[config.mk]
export PLATFORM = sky130hd
export DESIGN_NAME = dac_playback_controller
export DESIGN_NICKNAME = d
export VERILOG_FILES = /design/src/rtl/dac_ctrl_pkg.sv /design/src/rtl/shift_register.sv /design/src/rtl/dac_playback_controller.sv
export SDC_FILE = /design/constraint.sdc
export NUM_CORES = 1
export LEC_CHECK = 0
export ABC_CLOCK_PERIOD_IN_PS = 5940
export CORE_UTILIZATION = 47
export DETAILED_ROUTE_END_ITERATION = 10
export GPL_ROUTABILITY_DRIVEN = 0
export PLACE_DENSITY = 0.72
export SYNTH_ARGS = -nofsm -noshare
export SYNTH_HDL_FRONTEND = slang
export SYNTH_SLANG_ARGS = --single-unit
[constraint.sdc]
create_clock -name rf_clk -period 5.94 [get_ports rf_clk]
set_input_delay 0.594 -clock rf_clk [delete_from_list [all_inputs] [get_ports rf_clk]]
set_output_delay 0.594 -clock rf_clk [all_outputs]
set_load 0.05 [all_outputs]
[src/rtl/dac_ctrl_pkg.sv]
// Shared types and constants for the DAC playback controller: FSM states, gpio bit
// positions, stream width and the phase-sequencing helpers.
package dac_ctrl_pkg;

    localparam int DATA_W = 128;
    localparam int LEN_W  = 32;
    localparam int GPIO_W = 16;

    localparam int DEF_TRIGGER_OVERRIDE_BIT = 0;
    localparam int DEF_READY_BIT            = 1;
    localparam int DEF_SDATA_BIT            = 4;
    localparam int DEF_BUFFER_FLUSH_BIT     = 5;
    localparam int DEF_POST_ZEROS_SCLK      = 7;
    localparam int DEF_CYCLES_SCLK          = 8;
    localparam int DEF_PRE_WAVEFORM_SCLK    = 10;

    typedef enum logic [2:0] {
        IDLE,
        PRE,
        PLAY,
        POST,
        CLEANUP
    } state_t;

    typedef struct packed {
        logic [LEN_W-1:0] pre;
        logic [LEN_W-1:0] wave;
        logic [LEN_W-1:0] post;
    } lengths_t;

    // First non-empty phase after cur in PRE->PLAY->POST order; CLEANUP when none remain.
    function automatic state_t next_phase(input state_t cur, input lengths_t len);
        state_t nxt;
        nxt = CLEANUP;
        if (cur == IDLE && len.pre != '0)
            nxt = PRE;
        else if ((cur == IDLE || cur == PRE) && len.wave != '0)
            nxt = PLAY;
        else if (cur != POST && len.post != '0)
            nxt = POST;
        return nxt;
    endfunction

    function automatic logic [LEN_W-1:0] phase_len(input state_t st, input lengths_t len);
        logic [LEN_W-1:0] l;
        case (st)
            PRE:     l = len.pre;
            PLAY:    l = len.wave;
            POST:    l = len.post;
            default: l = '0;
        endcase
        return l;
    endfunction

endpackage

[src/rtl/shift_register.sv]
// Serial-in, parallel-out length register: shifts sdata in MSB-first on each shift_en pulse.
module shift_register #(
    parameter int WIDTH = 32
) (
    input  logic             rf_clk,
    input  logic             rf_reset,
    input  logic             shift_en,
    input  logic             sdata,
    output logic [WIDTH-1:0] q
);

    // NOTE: sequential state uses non-blocking assignments so every flop samples pre-edge values.
    always_ff @(posedge rf_clk or negedge rf_reset) begin
        if (!rf_reset)
            q <= '0;
        else if (shift_en)
            q <= {q[WIDTH-2:0], sdata};
    end

endmodule

[src/rtl/dac_playback_controller.sv]
// Trigger-driven waveform playback to a DAC AXIS input: pre zeros, waveform words, post zeros,
// with serially loaded lengths, continuous-replay override and a flush/drain escape.
module dac_playback_controller
    import dac_ctrl_pkg::*;
#(
    parameter int TRIGGER_OVERRIDE_BIT = DEF_TRIGGER_OVERRIDE_BIT,
    parameter int READY_BIT            = DEF_READY_BIT,
    parameter int SDATA_BIT            = DEF_SDATA_BIT,
    parameter int BUFFER_FLUSH_BIT     = DEF_BUFFER_FLUSH_BIT,
    parameter int POST_ZEROS_SCLK      = DEF_POST_ZEROS_SCLK,
    parameter int CYCLES_SCLK          = DEF_CYCLES_SCLK,
    parameter int PRE_WAVEFORM_SCLK    = DEF_PRE_WAVEFORM_SCLK
) (
    input  logic              rf_clk,
    input  logic              rf_reset,
    input  logic              ext_trigger,
    input  logic [GPIO_W-1:0] gpio_in,
    input  logic [DATA_W-1:0] s_axis_tdata,
    input  logic              s_axis_tvalid,
    output logic              s_axis_tready,
    output logic [DATA_W-1:0] m_axis_tdata,
    output logic              m_axis_tvalid,
    input  logic              m_axis_tready,
    output logic              adc_trig_out,
    output logic              busy,
    output logic              underrun
);

    logic [GPIO_W-1:0] gpio_meta, gpio_sync;
    logic [2:0]        sclk_now, sclk_prev, sclk_rise;
    logic              unused_gpio;

    always_ff @(posedge rf_clk or negedge rf_reset) begin
        if (!rf_reset) begin
            gpio_meta <= '0;
            gpio_sync <= '0;
            sclk_prev <= '0;
        end else begin
            gpio_meta <= gpio_in;
            gpio_sync <= gpio_meta;
            sclk_prev <= sclk_now;
        end
    end

    assign sclk_now    = {gpio_sync[PRE_WAVEFORM_SCLK], gpio_sync[CYCLES_SCLK], gpio_sync[POST_ZEROS_SCLK]};
    assign sclk_rise   = sclk_now & ~sclk_prev;
    // Bits not decoded here belong to other blocks sharing the gpio bank.
    assign unused_gpio = ^gpio_sync;

    logic             trig, flush, override;
    logic [LEN_W-1:0] live_pre, live_wave, live_post;
    lengths_t         live;

    assign trig     = ext_trigger | gpio_sync[READY_BIT];
    assign flush    = gpio_sync[BUFFER_FLUSH_BIT];
    assign override = gpio_sync[TRIGGER_OVERRIDE_BIT];

    shift_register #(.WIDTH(LEN_W)) u_pre_len (
        .rf_clk   (rf_clk),
        .rf_reset (rf_reset),
        .shift_en (sclk_rise[2]),
        .sdata    (gpio_sync[SDATA_BIT]),
        .q        (live_pre)
    );

    shift_register #(.WIDTH(LEN_W)) u_wave_len (
        .rf_clk   (rf_clk),
        .rf_reset (rf_reset),
        .shift_en (sclk_rise[1]),
        .sdata    (gpio_sync[SDATA_BIT]),
        .q        (live_wave)
    );

    shift_register #(.WIDTH(LEN_W)) u_post_len (
        .rf_clk   (rf_clk),
        .rf_reset (rf_reset),
        .shift_en (sclk_rise[0]),
        .sdata    (gpio_sync[SDATA_BIT]),
        .q        (live_post)
    );

    assign live = '{pre: live_pre, wave: live_wave, post: live_post};

    state_t            state, state_next;
    logic [LEN_W-1:0]  count, count_next;
    lengths_t          lens, lens_next;
    logic [DATA_W-1:0] data_next;
    logic              trig_out_next, underrun_next;

    always_comb begin
        // NOTE: every signal driven here gets a default first so no path can infer a latch.
        state_next    = state;
        count_next    = count;
        lens_next     = lens;
        data_next     = m_axis_tdata;
        trig_out_next = adc_trig_out;
        underrun_next = underrun;
        s_axis_tready = 1'b0;

        if (flush) begin
            state_next    = IDLE;
            count_next    = '0;
            data_next     = '0;
            trig_out_next = 1'b0;
            s_axis_tready = 1'b1;
        end else if (m_axis_tready) begin
            data_next     = '0;
            trig_out_next = 1'b0;
            count_next    = count + 32'd1;
            case (state)
                IDLE: begin
                    count_next = '0;
                    if (trig) begin
                        lens_next     = live;
                        underrun_next = 1'b0;
                        state_next    = next_phase(IDLE, live);
                    end
                end
                PRE, PLAY, POST: begin
                    if (state == PLAY) begin
                        s_axis_tready = 1'b1;
                        trig_out_next = 1'b1;
                        // Real-time playback: a missing source word becomes a zero, never a stall.
                        if (s_axis_tvalid)
                            data_next = s_axis_tdata;
                        else
                            underrun_next = 1'b1;
                    end
                    if (count == phase_len(state, lens) - 32'd1) begin
                        count_next = '0;
                        state_next = next_phase(state, lens);
                        if (state_next == CLEANUP && override) begin
                            lens_next  = live;
                            state_next = next_phase(IDLE, live);
                        end
                    end
                end
                CLEANUP: begin
                    count_next = '0;
                    if (!trig)
                        state_next = IDLE;
                end
                default: begin
                    count_next = '0;
                    state_next = IDLE;
                end
            endcase
        end
    end

    always_ff @(posedge rf_clk or negedge rf_reset) begin
        if (!rf_reset) begin
            state         <= IDLE;
            count         <= '0;
            lens          <= '0;
            m_axis_tdata  <= '0;
            m_axis_tvalid <= 1'b0;
            adc_trig_out  <= 1'b0;
            underrun      <= 1'b0;
        end else begin
            state         <= state_next;
            count         <= count_next;
            lens          <= lens_next;
            m_axis_tdata  <= data_next;
            m_axis_tvalid <= 1'b1;
            adc_trig_out  <= trig_out_next;
            underrun      <= underrun_next;
        end
    end

    assign busy = (state == PRE) || (state == PLAY) || (state == POST);

endmodule

# Word-level counts from Yosys, hierarchy flattened
# Index checks and enable logic that the tools add are counted.
# op_classes
n_eq_ne	15
n_reduce_logical	20
addsub	2
muxes	44
n_bitwise	4
# ops
cell	n
$mux 128	5
$mux 96	3
$mux 32	7
$pmux 96 s2	1
$reduce_bool 32->1	6
$pmux 32 s3	1
$mux 3	16
$add 32x1->32 const B	1
$eq 32x32->1	1
$sub 32x1->32 const B	1
$reduce_and 6->1	2
$ne 2x2->1 const B	5
$mux 1	9
$ne 3x3->1 const B	3
$pmux 3 s3	1
$eq 3x2->1 const B	2
$eq 3x3->1 const B	2
$logic_and 1x1->1	4
$reduce_and 4->1	1
$reduce_bool 2->1	2
$and 3x3->3	1
$eq 3x1->1 const B	1
$logic_not 3->1	1
$logic_or 1x1->1	3
other kinds (6)	6
# word_totals
elab_cells	100
in_bits	149
regBits	383
output_inout_bits	133

# Longest topological paths before layout
# logic_depth
ltp_word	18
mapped_depth	20
ltp_nobuf	14

# Hierarchy
# From an unflattened synthesis, not the netlist that was laid out.
# unflattened
hier_cells	1317
hier_area_um2	17286.6
# modules_own_cells
module	cells_each	area_each_um2	seq_area_each_um2	n_inst
dac_playback_controller	1113	13251.5	6981.7	1
shift_register	68	1345.0	800.8	3

# Least setup slack after synthesis
# No wires, ideal clock.
# synth_timing
path_type	reg2reg
startpoint	register state[1]
endpoint	register lens[54] (netlist bit)
setup_time_ns	0.125
path_slack_ns	1.700
path_buffers	5
t_required_ns	5.815
period_less_slack_ns	4.240
stages_incl_launch_ff	20
arrival_time_ns	4.115
cell_sequence	dfrtp_1 > buf_4 > buf_6 > mux2_2 > a32o_1 > inv_1 > ha_1 > o221ai_1 > nor2_1 > nand3_2 > o31ai_1 > or4b_1 > a32oi_1 > nand4_1 > o21a_1 > or3_1 > buf_2 > buf_6 > buf_6 > mux2_4
# synth_via
elab_chain_cells	13
elab_cells_between_ends	31
cone_classes	add/sub (1); eq/ne (9); mux (12); reduce/logical (9)
# synth_rtl
element	line_no	rtl
from (decl)	dac_playback_controller.sv:84	state_t state, state_next;
from (signal assigned)	dac_playback_controller.sv:161	state <= state_next;
branches (longest 13 deep; another with $sub 32x1->32)	n/a	
to (signal assigned)	dac_playback_controller.sv:163	lens <= lens_next;
to (decl)	dac_playback_controller.sv:86	lengths_t lens, lens_next;
# Parallel ways; which one is timed is not known. The select of a mux whose other input is x is not followed.
# A chain may end at the register's enable or synchronous reset.

# Worst setup path in the final report
# layout_timing
startpoint	register state[0]
endpoint	register lens[77] (netlist bit)
# Same word-level chain as after synthesis.

==> summary.txt <==
Outcome
  • Status: completed

Critical path
  • Worst setup SP type: register
  • Setup crit end: lens[77]
  • Worst-path maximum fanout: 96
  • Worst path cell trace: nand2b_1, o32ai_1, inv_1, ha_1, o221ai_1, nor2_1, nand3_2, nor3_1, or4b_2, a32oi_1, nand4_1, o21a_1, or3_4, buf_12, mux2_4
  • WS Path Type: register to register
  • R2r startpoint: state[0]
  • Worst setup EP type: register
  • CP startpoint: state[0]
  • Worst r2r dst: lens[77]
  • Reg2reg path depth: 15
  • Worst Path Required: 6350 ps
  • CP max stage cell: dfrtp_1
  • R2r setup slk: 950 ps
  • Critical path data arrival time: 5400 ps
  • Crit path largest cell delay: 690 ps

Timing
  • Slew Limit Fails: 0
  • Peak Freq: 200 MHz
  • Worst Tran Pin Value: 1000 ps
  • Worst Clk Skew: 21.3 ps
  • Final Hold Viols: 0
  • Post-layout minimum cycle time: 4990 ps
  • Final Cycle Share: 84.0%
  • Hold_ws: 72.5 ps
  • Setup-failing EPs final: 0
  • Final WS setup: 948 ps
  • RSZ-0062 raised after global routing: no
  • Setup tns final: 0 ps
  • Relative slew slack: 33.2%

Place
  • Post-DP HPWL: 29.2 mm
  • Setup slack at placement: 1040 ps
  • Placed cell areas: 19600 sq um
  • I/O Buffers: 272

Synth
  • Yosys top cell by area: dfrtp_1
  • Yosys warnings: 0
  • Post-synth ARST share: 100%
  • Post-synth EDFFs: 0
  • Ranking of synthesized cells by area: dfrtp_1, mux2_2, a22o_1
  • Post-synthesis sequential area ratio: 56.9%
  • Net Count, Synth: 1410
  • Post-Syn Instances: 1259
  • Predominant post-synthesis flop cell: dfrtp_1
  • Synth unique cells: 69
  • Yosys top cell area share: 56.9%
  • Area of the mapped netlist: 16500 sq um
  • Synth Register Bits: 375
  • Avg Cell Area, Syn: 13.1 sq um

GRT
  • Vias in the first global route: 11900
  • Total global routing overflow: 0
  • First-pass GRT wire length: 66.3 mm
  • Antenna violations before repair: 0
  • Pin count of the biggest net entering global routing: 153
  • GR Util All Layers: 23.3%

CTS
  • Setup Fix Bufs, Post-CTS: 0
  • Clk_lat worst skew: 540 ps
  • CTS tree: yes
  • Hold_buf cts: 0
  • CTS Sinks: 375
  • CTS buffer count: 41
  • H-Tree Depth: 2
  • CTS root buffer: clkbuf_16
  • Clock slew at reported path FFs: 60 ps
  • Cts repair resizes: 0
  • CTS Buffer Depth: 3

Finish
  • Commonest cells after routing, fill and taps aside: dfrtp_1, clkdlybuf4s50_1, mux2_2
  • Area Growth Syn to Fin: 27.5%
  • Final instance area: 21000 sq um
  • # nets final: 1668
  • ANT cells: 0
  • Area of the multi-input gates: 6680 sq um
  • Fillcell total: 2757
  • FF/Latch Area: 9390 sq um
  • Final core utilization: 60.9%
  • Commonest non-fill, non-tap cell in the layout: dfrtp_1
  • Share of layout cells above drive strength 1: 20.2%

Drt
  • DR vias/cell: 5.71
  • Drt wl/cell: 20.7 microns
  • DRC violations left: 0
  • First-pass detailed-route iteration total: 5
  • Final WL: 41.4 mm
  • Vias: 11400
  • Final ANT Viol Nets: 0
  • Initial DRC count: 684

Floorplan
  • Core ar.: 34500 sq um
  • Row cnt: 68
  • I/O pin count: 282
  • Initial core utilization: 47.7%
  • Width of the die: 189 microns
  • DIE AREA: 35800 sq um
  • DIE HEIGHT: 189 microns

Worst hold path
  • Worst hold path type: input port to asynchronous set/reset pin

Job
  • MaxCap Viol Count: 0

Power and ir drop
  • Worst VDD drop: 0.296 mV
  • P_leak: 9.37 nW
  • Power per cell area: 354 nW/um^2
-- sequential cells by signal, summed over array words and instances (netlist names), 3 cells and up --
register,count
gpio_sync,7
state,3
lens,96
gpio_meta,7
u_pre_len.q,32
count,32
m_axis_tdata,128
u_wave_len.q,32
sclk_prev,3
u_post_len.q,32
-- power breakdown --
group | leakage [nW] | total (mW) | switching, mW | internal (mW)
Sequential | 5.06 | 3.19 | 0.322 | 2.87
Combinational | 3.62 | 1.65 | 0.834 | 0.820
Clock | 0.691 | 2.60 | 1.03 | 1.56
Total | 9.37 | 7.44 | 2.19 | 5.25
-- logic make-up (layout without fill, tap and decap cells) --
logic type      Yosys count  after routing  share of synthesized area (%)
compound gates          246            246                           11.9
xor+xnor                 67             67                           3.56
fa+ha+maj                 2              2                          0.152
buf+inv                  89            377                           2.72
flops                   375            375                           56.9
mux                     230            230                           16.4
other cells               1              1                         0.0227
simple gates            249            249                           8.26
-- cell type report --
class | instances | area share (%)
Clock inverter | 13 | 0.940
Inverter | 12 | 0.214
Tap cell | 455 | 2.71
Clock buffer | 60 | 5.79
Sequential cell | 375 | 44.6
Multi-Input combinational cell | 795 | 31.8
Timing Repair Buffer | 292 | 13.9
-- worst max-delay path, delay by kind of cell, from the launching register on --
kind | cells | cell delay (ps)
flip-flops | 1 | 690
AO/OA/AOI/OAI | 4 | 1070
AND/OR/NAND/NOR | 7 | 1950
multiplexers | 1 | 380
buffers and inverters | 2 | 440
adder cells (fa/ha/maj) | 1 | 250
-- synth_stat cells (4+ instances only) --
| master | instances |
|---|---|
| a211o_1 | 6 |
| a211oi_1 | 16 |
| a21oi_1 | 24 |
| a22o_1 | 130 |
| a22oi_1 | 6 |
| a31oi_1 | 5 |
| a32o_1 | 4 |
| and3_1 | 10 |
| and4_1 | 6 |
| buf_1 | 12 |
| buf_2 | 13 |
| buf_4 | 5 |
| buf_6 | 9 |
| clkbuf_1 | 37 |
| dfrtp_1 | 375 |
| inv_1 | 11 |
| mux2_2 | 162 |
| mux2_4 | 41 |
| mux2i_1 | 26 |
| nand2_1 | 42 |
| nand2b_1 | 4 |
| nand3_1 | 14 |
| nand4_1 | 25 |
| nand4b_1 | 4 |
| nor2_1 | 61 |
| nor2b_1 | 6 |
| nor3_1 | 8 |
| nor4_1 | 46 |
| o21ai_0 | 16 |
| xnor2_1 | 39 |
| xor2_1 | 28 |
-- worst min path at each step --
stage	to	slack, ps	start
finish	m_axis_tvalid	70	rf_reset
detailed placement	gpio_sync[7]	330	gpio_meta[7]
global placement	gpio_sync[1]	330	gpio_meta[1]
CTS	m_axis_tvalid	90	rf_reset
floorplan	adc_trig_out	300	rf_reset
global route	m_axis_tvalid	130	rf_reset
-- layer usage --
| layer | track usage, % | part of all wire, % | up-vias |
|---|---|---|---|
| li1 | - | - | 5218 |
| met3 | 4.49 | 5.6 | 56 |
| met1 | 31.4 | 43 | 5798 |
| met2 | 39.0 | 49 | 358 |
| met4 | 5.15 | 1.7 | 0 |
| met5 | 0 | 0 | - |
-- stage by stage --
stage | total power, mW | instances
floorplan | 4.34 | 1259
global placement | 4.81 | 1929
detailed placement | 4.87 | 1929
CTS | 7.49 | 2002
global route | 7.81 | 2002
finish | 7.44 | 2002
Note: power is estimated with default switching activity, not from simulation.
==> variant: new RTL, same flow settings <==
Make the reset (`rf_reset`) synchronous in 3 clocked blocks.
--- a/src/rtl/shift_register.sv
+++ b/src/rtl/shift_register.sv
@@ -10,7 +10,7 @@
 );
 
     // NOTE: sequential state uses non-blocking assignments so every flop samples pre-edge values.
-    always_ff @(posedge rf_clk or negedge rf_reset) begin
+    always_ff @(posedge rf_clk) begin
         if (!rf_reset)
             q <= '0;
         else if (shift_en)
--- a/src/rtl/dac_playback_controller.sv
+++ b/src/rtl/dac_playback_controller.sv
@@ -30,7 +30,7 @@
     logic [2:0]        sclk_now, sclk_prev, sclk_rise;
     logic              unused_gpio;
 
-    always_ff @(posedge rf_clk or negedge rf_reset) begin
+    always_ff @(posedge rf_clk) begin
         if (!rf_reset) begin
             gpio_meta <= '0;
             gpio_sync <= '0;
@@ -148,7 +148,7 @@
         end
     end
 
-    always_ff @(posedge rf_clk or negedge rf_reset) begin
+    always_ff @(posedge rf_clk) begin
         if (!rf_reset) begin
             state         <= IDLE;
             count         <= '0;
Check against the original RTL: not settled (the Yosys comparison gave no result); the edit may change what the design does.
==> variant against the unedited design <==
  * Synthesized area decreased by 4.4%
  * Utilization increased by 0.48 points
  * Count of clock-buffer cells in the layout increased by 3
  * Sequential cell count unchanged
  * Clock skew decreased by 0.0076 ns
  * Die area decreased by 4.3%
  * Cell area decreased by 4.3%
  * Via count increased by 15%
  * Highest routed layer unchanged
  * Sequential share of layout area decreased by 7.3 points
  * Worst setup slack got worse by 0.21 ns
  * Routed wire length increased by 2.6%
  * Critical endpoint is now lens[38]$_SDFFE_PN0P_
Power is not compared: it rests on default switching activity, and its combinational part moved more than twofold at a synthesized area within 25%.
==> variant: results <==
metrics = {
    "yosys": {
        "synth_commonest_cells": "375 x dfxtp_1, 223 x nand2_1, 199 x nor2_1, 129 x a22oi_1, 125 x mux2i_1",
        "synth_xor_area_share_pct": 3.83,
        "ys_types": 63,
        "synth_compound_gate_area_share_pct": 15.3,
        "synthAdderAreaFrac_pct": 0.159,
        "synth_async_sr_flop_share_pct": 0,
        "ys_warn_count": 0,
        "syn_nets": 1879,
        "ys_seq_area_share_pct": 47.6,
        "avgSynthCellArea_um2": 9.13,
        "synth_area_leaders": "dfxtp_1 48%, mux2i_1 7.9%, a22oi_1 6.1%, nand2_1 5.3%, nor2_1 4.7%",
        "synth_mux_area_share_pct": 8.46,
    },
    "worst_setup_path": {
        "crit_slowest_cell": "o31a_2",
        "worstPathMaxFanout": 37,
        "critPathLaunch": "state[0]$_SDFFE_PP0P_",
        "critPathMaxStageDelay_ns": 1.02,
    },
    "grt": {
        "grt_pass1_wl_um": 65600,
        "grt_max_degree": 121,
        "first_global_vias": 12500,
        "antenna_found_initial": 1,
        "grtUsageTotal_pct": 23.8,
    },
    "placed_design": {
        "place_inst": 2341,
        "placed_area_mm2": 0.0187,
        "hpwl_um": 30000,
    },
    "clock_tree": {
        "postCtsResizedCells": 0,
        "clockBufferDepth": 3,
        "clkLatencyLatePin_ns": 0.53,
        "cts_buffers": 40,
        "htreeDepth": 2,
    },
    "cells_and_area": {
        "syn2layout_area_growth_pct": 27.5,
        "drive_gt1_share_pct": 5.94,
        "nNetsFinal": 2092,
        "final_cells": 2414,
    },
    "worst_hold_path": {
        "hold_class": "reg2reg",
    },
    "routing": {
        "first_pass_iters": 6,
        "vias_per_cell": 5.46,
        "drtIter0Drc": 1020,
        "wirelength_um": 42500,
    },
    "outcome": {
        "outcome": "completed",
    },
    "power": {
        "leakage_nw": 7.17,
    },
    "timing": {
        "worst_slew_margin_rel_pct": 14.6,
        "fin_skew_ns": 0.0137,
    },
}
==> variant: critical path: cells and delay by family, from the launching register on <==
kind	cells	cell delay, ns
buffers and inverters	2	0.70
and+or+nand+nor	5	1.24
DFF	1	0.94
muxes	2	0.50
xor gates and xnor gates	1	0.20
AOI/OAI and AO/OA	3	1.46
==> variant: metal layers <==
layer	vias up	wire, um	track usage [%]
met5	-	0	0
met4	0	1520	9.49
met3	88	2430	4.29
met2	356	19700	38.1
met1	6282	18800	31.7
li1	6456	-	-
==> variant: final cells by class <==
type,instances,share of cell area [%]
Antenna cell,1,0.0124
Sequential cell,375,37.3
Clock buffer,63,6.26
Multi-Input combinational cell,1220,38.2
Tap cell,442,2.75
Clock inverter,9,0.666
Inverter,7,0.143
Timing Repair Buffer,297,14.6
==> variant: worst paths after layout <==
check                                           endpoint  slack [ns]  cells past startpoint
worst max-delay path               lens[38]$_SDFFE_PN0P_        0.73                     13
worst min-delay path            gpio_sync[10]$_SDFF_PN0_        0.43                      1
worst max register to register     lens[38]$_SDFFE_PN0P_        0.73                     13
worst min register to register  gpio_sync[10]$_SDFF_PN0_        0.43                      1
==> variant: cell families (layout without fill, tap and decap cells) <==
family / after synthesis / in the layout
compound gates: 331 / 331
xor+xnor: 69 / 69
fa+ha+maj: 2 / 2
buf+inv: 133 / 376
flops: 375 / 375
mux: 132 / 132
other cells: 0 / 1
simple gates: 686 / 686
==> variant: per-stage QoR <==
stage / setup WS (ns) / util [%]
2_1_floorplan: 2.27 / -
3_3_place_gp: 0.936 / 57.1
3_5_place_dp: 0.811 / 57.1
4_1_cts: 0.790 / 61.3
5_1_grt: 0.368 / 61.3
6_report: 0.735 / 61.3
==> variant: report_power, final <==
group,internal [mW],switching (mW)
Clock,1.59,0.992
Combinational,0.157,0.156
Sequential,2.52,0.00686
Total,4.27,1.15
